$ cat config.mk
export PLATFORM = sky130hd
export DESIGN_NAME = mux4_sel_sequencer
export DESIGN_NICKNAME = d
export VERILOG_FILES = /design/src/rtl/mux4_sel_sequencer.sv
export SDC_FILE = /design/constraint.sdc
export NUM_CORES = 1
export LEC_CHECK = 0
export CAP_MARGIN = 40
export CORE_UTILIZATION = 50
export DETAILED_ROUTE_END_ITERATION = 8
export GPL_TIMING_DRIVEN = 0
export PLACE_DENSITY = 0.8
export SLEW_MARGIN = 20
export SYNTH_ARGS = -nofsm -noshare
export SYNTH_HDL_FRONTEND = slang
export SYNTH_SLANG_ARGS = --single-unit
$ cat constraint.sdc
create_clock -name clk -period 2.65 [get_ports clk]
set_input_delay 0.265 -clock clk [delete_from_list [all_inputs] [get_ports clk]]
set_output_delay 0.265 -clock clk [all_outputs]
set_load 0.01 [all_outputs]
$ cat src/rtl/mux4_sel_sequencer.sv
// Round-robin select sequencer for a 4:1 mux: drives S1/S0, waits a settle
// time, captures Y and presents it with its channel on a valid/ready port.
module mux4_sel_sequencer #(
  parameter int DWIDTH      = 1,
  parameter int HOLD_CYCLES = 2
) (
  input  logic              clk,
  input  logic              rst_n,
  input  logic [3:0]        req,
  input  logic [DWIDTH-1:0] mux_y,
  output logic              S1,
  output logic              S0,
  output logic [3:0]        grant,
  output logic              out_valid,
  input  logic              out_ready,
  output logic [DWIDTH-1:0] out_data,
  output logic [1:0]        out_chan,
  output logic              busy,
  output logic [1:0]        o_dbg_state
);

  // Handshake: a sample is transferred on any rising edge where out_valid and
  // out_ready are both high; while out_valid is high the sample and select
  // lines hold steady, and out_ready is ignored while out_valid is low.

  typedef enum logic [1:0] {
    ST_IDLE   = 2'd0,
    ST_SETTLE = 2'd1,
    ST_OUTPUT = 2'd2
  } state_t;

  localparam logic [3:0] CNT_LOAD = 4'(HOLD_CYCLES - 1);

  state_t            r_state;
  state_t            w_state_nxt;
  logic [3:0]        r_cnt;
  logic [1:0]        r_ptr;
  logic [1:0]        r_sel;
  logic [3:0]        r_grant;
  logic              r_valid;
  logic [DWIDTH-1:0] r_data;
  logic [1:0]        r_chan;
  logic              r_busy;

  logic              w_arb_hit;
  logic [1:0]        w_winner;
  logic [1:0]        w_idx;
  logic              w_handshake;
  logic              w_load;
  logic              w_capture;

  // Search starts just after the last-served channel; the 2-bit add wraps 3+1 to 0.
  always_comb begin
    w_arb_hit = 1'b0;
    w_winner  = r_ptr;
    w_idx     = r_ptr;
    for (int i = 1; i <= 4; i++) begin
      w_idx = r_ptr + 2'(i);
      if (!w_arb_hit && req[w_idx]) begin
        w_arb_hit = 1'b1;
        w_winner  = w_idx;
      end
    end
  end

  always_comb begin
    w_state_nxt = r_state;
    w_handshake = r_valid && out_ready;
    w_load      = 1'b0;
    w_capture   = 1'b0;
    case (r_state)
      ST_IDLE: begin
        if (w_arb_hit) begin
          w_load      = 1'b1;
          w_state_nxt = ST_SETTLE;
        end
      end
      ST_SETTLE: begin
        if (r_cnt == 4'd0) begin
          w_capture   = 1'b1;
          w_state_nxt = ST_OUTPUT;
        end
      end
      ST_OUTPUT: begin
        if (w_handshake) begin
          w_load      = w_arb_hit;
          w_state_nxt = w_arb_hit ? ST_SETTLE : ST_IDLE;
        end
      end
      default: w_state_nxt = ST_IDLE;
    endcase
  end

  always_ff @(posedge clk or negedge rst_n) begin
    if (!rst_n) begin
      r_state <= ST_IDLE;
    end else begin
      r_state <= w_state_nxt;
    end
  end

  always_ff @(posedge clk or negedge rst_n) begin
    if (!rst_n) begin
      r_cnt   <= '0;
      r_ptr   <= 2'd3;
      r_sel   <= '0;
      r_grant <= '0;
      r_valid <= 1'b0;
      r_data  <= '0;
      r_chan  <= '0;
      r_busy  <= 1'b0;
    end else begin
      r_grant <= '0;
      r_busy  <= (w_state_nxt != ST_IDLE);
      if (w_load) begin
        r_sel <= w_winner;
        r_cnt <= CNT_LOAD;
      end else if (r_state == ST_SETTLE && r_cnt != 4'd0) begin
        r_cnt <= r_cnt - 4'd1;
      end
      if (w_capture) begin
        r_data  <= mux_y;
        r_chan  <= r_sel;
        r_valid <= 1'b1;
        r_grant <= 4'b0001 << r_sel;
        r_ptr   <= r_sel;
      end else if (r_state == ST_OUTPUT && w_handshake) begin
        r_valid <= 1'b0;
      end
    end
  end

  assign S1          = r_sel[1];
  assign S0          = r_sel[0];
  assign grant       = r_grant;
  assign out_valid   = r_valid;
  assign out_data    = r_data;
  assign out_chan    = r_chan;
  assign busy        = r_busy;
  assign o_dbg_state = r_state;

endmodule

Word-level counts from Yosys, hierarchy flattened
Index checks and enable logic that the tools add are counted.
{"block": "word_totals", "ff_bits": 19, "latch_bits": 0, "mem_bits_rw": 0, "mem_bits_ro": 0, "inputBits": 8, "n_memories": 0}
{"block": "op_classes", "addsub": 4, "multipliers": 0, "div_mod_pow": 0, "magnitude_cmp": 4, "eq_ne": 2, "shifts": 1, "muxes": 31, "bitwise_logic": 0, "reduce_logical": 15}
{"operator": "$mux W1", "count": 15}
{"operator": "$mux W2", "count": 7}
{"operator": "$lt A2 B3 Y1 const B", "count": 4}
{"operator": "$mux W4", "count": 3}
{"operator": "$bmux W1 S2", "count": 4}
{"operator": "$logic_and A1 B1 Y1", "count": 6}
{"operator": "$pmux W2 S3", "count": 1}
{"operator": "$reduce_bool A2 Y1", "count": 3}
{"operator": "$add A2 B2 Y2 const B", "count": 2}
{"operator": "$logic_not A4 Y1", "count": 1}
{"operator": "$reduce_bool A4 Y1", "count": 1}
{"operator": "$shl A1 B2 Y4 const A", "count": 1}
{"operator": "$sub A4 B1 Y4 const B", "count": 1}
{"operator": "$logic_not A1 Y1", "count": 3}
{"operator": "$add A2 B1 Y2 const B", "count": 1}
{"operator": "$eq A2 B1 Y1 const B", "count": 1}
{"operator": "$eq A2 B2 Y1 const B", "count": 1}
{"operator": "$logic_not A2 Y1", "count": 1}
{"operator": "$pmux W1 S2", "count": 1}

Depth between registers and ports, before layout
Gate-level depths: netlist (run 1).
{"block": "depth", "depth_word": 17, "ltp_mapped": 5, "ltp_nobuf": 5}

Least setup slack after synthesis (run 1)
Ideal clock, no wire load.
{"block": "synth_timing", "path_type": "register to register", "from": "register r_cnt[0]", "to": "register r_chan[0] (netlist: out_chan[0])", "setup_ps": 125, "t_arrival_ps": 1369, "setup_slack_ps": 1156, "stages_incl_launch_ff": 6, "n_path_buf": 0, "period_less_slack_ps": 1494, "cell_sequence": "dfrtp_1 > inv_1 > ha_1 > nor3b_2 > nand2_2 > mux2_2"}
{"block": "synth_between", "elab_chain_cells": 3}
{"item": "from (decl)", "line": "36", "text": "logic [3:0] r_cnt;"}
{"item": "from (signal assigned)", "line": "119", "text": "r_cnt <= r_cnt - 4'd1;"}
{"item": "$logic_not A4 Y1", "line": "79", "text": "if (r_cnt == 4'd0) begin"}
{"item": "$mux W1", "line": "79"}
{"item": "$mux W1", "line": "71", "text": "case (r_state)"}
{"item": "to (signal assigned)", "line": "123", "text": "r_chan <= r_sel;"}
{"item": "to (decl)", "line": "42", "text": "logic [1:0] r_chan;"}
Every way passes these cells.
A chain may end at the register's enable or synchronous reset.

Final worst setup path (run 1)
{"block": "layout_timing", "from": "register r_cnt[0]", "to": "register r_chan[1] (netlist: out_chan[1])"}
The elaborated chain is that of the path after synthesis.

==> results of run 1 <==
## cell usage in the layout (no fill, tap or decap), drive strengths merged
cell and instances:
and4 1, nand3b 3, nor2 1, buf 2
or4 2, nor4 1, nor3b 3, nor2b 3
nand2 6, a31oi 1, ha 2, dfstp 2
o21bai 1, a21o 1, a21boi 1, a311oi 1
mux2i 1, mux2 6, nor3 4, or3 2
nand2b 2, a2bb2oi 1, inv 3, clkdlybuf4s50 20
or3b 1, clkinv 1, o21ai 5, a221oi 1
clkbuf 3, dfrtp 17, a21oi 3
## worst reg2reg max path: stages (launching register included)
cell and delay, ns:
dfrtp_1 0.43, inv_1 0.09, ha_1 0.18, nor3b_2 0.39, nand2_2 0.25, mux2_2 0.32
## kinds of logic (layout without fill, tap and decap cells)
logic type	after synthesis	count (layout)	synth area share [%]
buffers and inverters	4	29	1.84
AO/OA/AOI/OAI	15	15	10.8
flip-flops	19	19	54.0
adder cells (fa/ha/maj)	2	2	2.83
multiplexers	7	7	8.77
AND/OR/NAND/NOR	29	29	21.8
## worst paths after layout
kind	start	end	slack, ns	cells after the start
worst min-delay path	rst_n	out_valid	0.16	1
worst min register to register	out_data	out_data	0.52	1
worst max-delay path	r_cnt[0]	out_chan[1]	0.89	5
max in group asynchronous	rst_n	r_ptr[0]	2.05	2
worst max register to register	r_cnt[0]	out_chan[1]	0.89	5
min in group clk	out_data	out_data	0.52	1
## cell type report
cell class / instances / area share (%)
plain buffers: 1 / 0.436
clock buffers: 3 / 1.96
clock inverters: 1 / 0.436
inverters: 3 / 0.981
multi-input cells: 53 / 34.0
flip-flops and latches: 19 / 41.7
well taps: 16 / 1.74
repair buffers: 21 / 18.8
## state kept, by name, indices dropped and copies added, names as in the netlist
register and count:
grant 4, out_chan 2, o_dbg_state 2, busy 1
r_sel 2, out_valid 1, r_ptr 2, r_cnt 4
out_data 1
## per-layer routing
metal	wire length, um	vias up	track usage (%)	share of wire (%)
met1	780	348	25.9	46
met4	18	0	9.09	1.1
met5	0	-	0	0
met2	869	11	35.0	51
met3	43	2	2.45	2.5
li1	-	330	-	-
## power by group through the flow
stage / sequential, mW / combinational (mW) / clock, mW
6_report: 0.537 / 0.619 / 0.146
5_1_grt: 0.557 / 0.681 / 0.157
4_1_cts: 0.537 / 0.623 / 0.152
3_5_place_dp: 0.544 / 0.621 / 0
3_3_place_gp: 0.538 / 0.594 / 0
2_1_floorplan: 0.557 / 0.338 / 0
==> flow_metrics.env, run 1 <==
export IMPL_gp_congestion=0.763
export IMPL_holdBufCountCts=0
export IMPL_clockPowerShare_pct=11.2
export IMPL_p_leak_nw=0.487
export IMPL_area_growth_syn_to_layout_pct=29.7
export IMPL_rsz0062_at_grt="false"
export IMPL_path_cells="inv_1 > ha_1 > nor3b_2 > nand2_2 > mux2_2"
export IMPL_ys_seq_area_share_pct=54.0
export IMPL_dieArea_um2=1940
export IMPL_multi_input_comb_area_um2=390
export IMPL_fmax_mhz=568
export IMPL_yosys_area_top_type="dfrtp_1"
export IMPL_insertion_delay_ns=0.29
export IMPL_critPathTopFamily="simple AND/OR/NAND/NOR gates"
export IMPL_async_reset_ff_share_pct=100
export IMPL_cts_setup_buffers=0
export IMPL_clk_pin_slew_ns=0.11
export IMPL_setup_worst_path_end_class="flop"
export IMPL_synthTopCellsByCount="17 x dfrtp_1, 6 x mux2_2, 5 x nand2_1, 5 x o21ai_0"
export IMPL_ys_seq_elements=19
export IMPL_hold_viol_final=0
export IMPL_cp_slowest_stage_delay_ns=0.43
export IMPL_tightestPinTransition_ns=0.457
export IMPL_maxSlewViolCount=0
export IMPL_critPathSlowestCell="dfrtp_1"
export IMPL_grt_pass1_wl_um=2830
export IMPL_worstHoldPathType="input pin to asynchronous set/reset pin"
export IMPL_vias=691
export IMPL_synth_ff_type="dfrtp_1"
export IMPL_grt_total_usage_pct=20.4
export IMPL_pwr_share_seq_pct=41.3
export IMPL_syn_nets=86
export IMPL_ant_nets=0
export IMPL_grt_ovfl_total=0
export IMPL_fin_area_um2=1150
export IMPL_final_seq_area_um2=478
export IMPL_clock_skew_final_ns=0.000948
export IMPL_final_util_pct=72.8
export IMPL_fillers=120
export IMPL_setup_slack_ns=0.890
export IMPL_p_switching_uw=478
export IMPL_io_pins=21
export IMPL_period_minus_slack_ns=1.76
export IMPL_synth_distinct_cells=31
export IMPL_cts_buffers=3
export IMPL_yosys_area_top_type_share_pct=48.1
export IMPL_vias_per_cell=5.91
export IMPL_synth_most_common_cell="dfrtp_1"
export IMPL_path_max_fanout=10
export IMPL_clkSinkCount=19
export IMPL_core_um2=1580
export IMPL_combPwrFrac_pct=47.6
export IMPL_die_x_um=44.1
export IMPL_grt_max_degree=20
export IMPL_yosys_warnings=0
export IMPL_critPathKind="flop to flop"
export IMPL_root_buffer="clkbuf_4"
export IMPL_cp_start_kind="flop"
export IMPL_synth_area_um2=885
export IMPL_htreeDepth=1
export IMPL_required_ns=2.84
export IMPL_antenna_found_initial=0
export IMPL_drc=0
export IMPL_ctsResizeCount=0
export IMPL_maxCapViolCount=0
export IMPL_finalNonFillerCells=117
export IMPL_diodes=0
export IMPL_drt_wl_total_um=1710
export IMPL_power_mw=1.30
export IMPL_crit_buf_inv=1
export IMPL_clockBufferDepth=2
export IMPL_dpl_instance_area_um2=1100
export IMPL_setup_viol=0
export IMPL_peakVddDrop_v=0.000620
export IMPL_drtIter0Drc=12
export IMPL_worstPathArrival_ns=1.95
export IMPL_rows=14
export IMPL_avgSynthCellArea_um2=11.6
export IMPL_place_inst=112
export IMPL_cts_tree="built"
export IMPL_fin_crit_sh_pct=66.4
export IMPL_io_buffer_count=20
export IMPL_slew_headroom_pct=69.4
export IMPL_tns_ns=0
export IMPL_initial_core_util_pct=56.1
export IMPL_grt_pass1_vias=648
export IMPL_power_density_nw_per_um2=1130
export IMPL_p_int_uw=824
export IMPL_whs_ns=0.160
export IMPL_synth_edf_count=0
export IMPL_synth_cells=76
export IMPL_wire_per_inst_um=14.6
export IMPL_synth_area_leaders="dfrtp_1 48%, mux2_2 7.6%, dfstp_2 5.9%"
export IMPL_die_h_um=44.1
export IMPL_dpl_worst_slack_ns=0.827
export IMPL_dp_hpwl_um=1230
export IMPL_first_pass_iters=4
export IMPL_outcome="complete, no violations"
export IMPL_post_route_cells_drive_above_1_share_pct=17.8
export IMPL_nets=112
export IMPL_netSwitchingFraction_pct=36.7
No activity file was read; power rests on OpenSTA's default activity.
==> inputs of run 2 (changes only) <==
- CORE_ASPECT_RATIO: unset -> 1.5
- CORE_UTILIZATION: 50 -> 43
- PLACE_DENSITY: 0.8 -> 0.73
- clock period: 2.65 -> 1.5 ns (I/O delays scaled with it)
==> run 2 against run 1 <==
Against the previous run:
- the flow now finishes with violations (setup timing)
- flip-flop and latch count stayed put
- setup slack worse by 0.91 ns
- sequential share of layout area is 3.0 points lower
- via count is 2.0% higher
- critical path type unchanged
- critical endpoint is now out_chan[0]
- largest cell class unchanged
- highest routed layer unchanged
==> flow_metrics.env, run 2 (synthesis gave the netlist of run 1 again) <==
export IMPL_drt_wl_total_um=1820
export IMPL_final_seq_area_um2=483
export IMPL_pwr_share_seq_pct=38.0
export IMPL_grt_pass1_vias=655
export IMPL_p_int_mw=1.62
export IMPL_dieArea_um2=2250
export IMPL_maxCapViolCount=0
export IMPL_power_mw=2.55
export IMPL_vias=705
export IMPL_clkSinkCount=19
export IMPL_worstPathArrival_ns=1.71
export IMPL_post_route_cells_drive_above_1_share_pct=31.8
export IMPL_critPathKind="flop to flop"
export IMPL_peakVddDrop_v=0.00125
export IMPL_setup_worst_path_end_class="flop"
export IMPL_required_ns=1.68
export IMPL_clock_skew_final_ns=0.00433
export IMPL_clockBufferDepth=2
export IMPL_dpl_instance_area_um2=1110
export IMPL_rsz0062_at_grt="true"
export IMPL_io_buffer_count=20
export IMPL_fin_area_um2=1250
export IMPL_hold_viol_final=0
export IMPL_worstHoldPathType="input pin to asynchronous set/reset pin"
export IMPL_critPathTopFamily="simple AND/OR/NAND/NOR gates"
export IMPL_initial_core_util_pct=47.1
export IMPL_drtIter0Drc=7
export IMPL_violations="setup timing"
export IMPL_htreeDepth=1
export IMPL_area_growth_syn_to_layout_pct=41.3
export IMPL_diodes=0
export IMPL_vias_per_cell=5.51
export IMPL_path_max_fanout=9
export IMPL_p_switching_uw=932
export IMPL_multi_input_comb_area_um2=433
export IMPL_core_um2=1880
export IMPL_gp_congestion=0.680
export IMPL_clk_pin_slew_ns=0.10
export IMPL_slew_headroom_pct=71.1
export IMPL_clockPowerShare_pct=9.7
export IMPL_io_pins=21
export IMPL_dp_hpwl_um=1190
export IMPL_combPwrFrac_pct=52.3
export IMPL_root_buffer="clkbuf_4"
export IMPL_die_x_um=39.0
export IMPL_netSwitchingFraction_pct=36.6
export IMPL_insertion_delay_ns=0.29
export IMPL_holdBufCountCts=0
export IMPL_antenna_found_initial=0
export IMPL_mostFrequentLayoutCells="20 x clkdlybuf4s50_1, 13 x dfrtp_1, 6 x mux2_2"
export IMPL_fin_crit_sh_pct=102
export IMPL_tightestPinTransition_ns=0.430
export IMPL_fmax_mhz=657
export IMPL_cp_start_kind="flop"
export IMPL_nets=118
export IMPL_maxSlewViolCount=0
export IMPL_cts_buffers=3
export IMPL_cts_tree="built"
export IMPL_wire_per_inst_um=14.2
export IMPL_r2r_slack_ns=-0.02
export IMPL_crit_buf_inv=1
export IMPL_drc=0
export IMPL_dpl_worst_slack_ns=-0.210
export IMPL_setup_slack_ns=-0.0231
export IMPL_path_cells="inv_2 > ha_4 > nor3b_4 > nand2_4 > mux2_2"
export IMPL_grt_pass1_wl_um=2760
export IMPL_grt_total_usage_pct=17.4
export IMPL_reg2reg_from="r_cnt[0]"
export IMPL_grt_ovfl_total=0
export IMPL_ant_nets=0
export IMPL_rows=19
export IMPL_outcome="finished with violations"
export IMPL_fillers=151
export IMPL_critPathSlowestCell="dfrtp_1"
export IMPL_reg2reg_depth=5
export IMPL_first_pass_iters=4
export IMPL_cp_slowest_stage_delay_ns=0.42
export IMPL_power_density_nw_per_um2=2040
export IMPL_final_common_cell="clkdlybuf4s50_1"
export IMPL_period_minus_slack_ns=1.52
export IMPL_p_leak_nw=0.522
export IMPL_setup_viol=4
export IMPL_r2r_end="out_chan[0]"
export IMPL_die_h_um=57.6
export IMPL_grt_max_degree=20
[run 2: stage by stage]
| step | TNS [ns] | hold WS, ns | cells | util, % |
|---|---|---|---|---|
| global placement | -1.41 | 0.491 | 117 | 59.2 |
| detailed placement | -1.56 | 0.501 | 117 | 59.2 |
| finish | -0.0750 | 0.0826 | 128 | 66.6 |
| floorplan | 0 | -0.146 | 76 | - |
| CTS | 0 | 0.351 | 124 | 62.7 |
| global route | -0.376 | 0.0775 | 128 | 66.6 |
[run 2: final cells by class]
class	instances	share of cell area, %
tap	21	2.10
clock inverter	1	0.400
inverter	3	0.901
clock buffer	3	1.80
buffer	1	0.400
timing repair buffer	27	21.1
multi-input combinational	53	34.6
sequential	19	38.6
[run 2: what timing repair did]
item | CTS | global route
buffers inserted | 3 | 3
resized for setup | 6 | 10
pin swaps | 0 | 3
endpoints found under the setup margin | 11 | 13
[run 2: how the worst max path moves through the flow]
stage,depth (start not counted),to,from
finish,5,out_chan[0],r_cnt[0]
global route,5,out_chan[1],r_cnt[0]
CTS,3,r_sel[1],o_dbg_state[1]
detailed placement,5,out_chan[1],r_cnt[0]
global placement,4,r_sel[1],out_ready
floorplan,5,out_chan[0],r_cnt[0]
[run 2: power by group through the flow]
stage	registers, mW	clock network (mW)	logic (mW)
2_1_floorplan	0.983	0	0.598
3_3_place_gp	0.953	0	1.05
3_5_place_dp	0.969	0	1.07
4_1_cts	0.968	0.260	1.17
5_1_grt	1.00	0.291	1.44
6_report	0.969	0.248	1.33
[run 2: layer usage]
layer  track usage, %  vias up  wire length [um]
met4             5.91        0                21
met1             21.7      344               791
met2             29.0       16               954
li1                 -      341                 -
met5                0        -                 0
met3             3.50        4                55
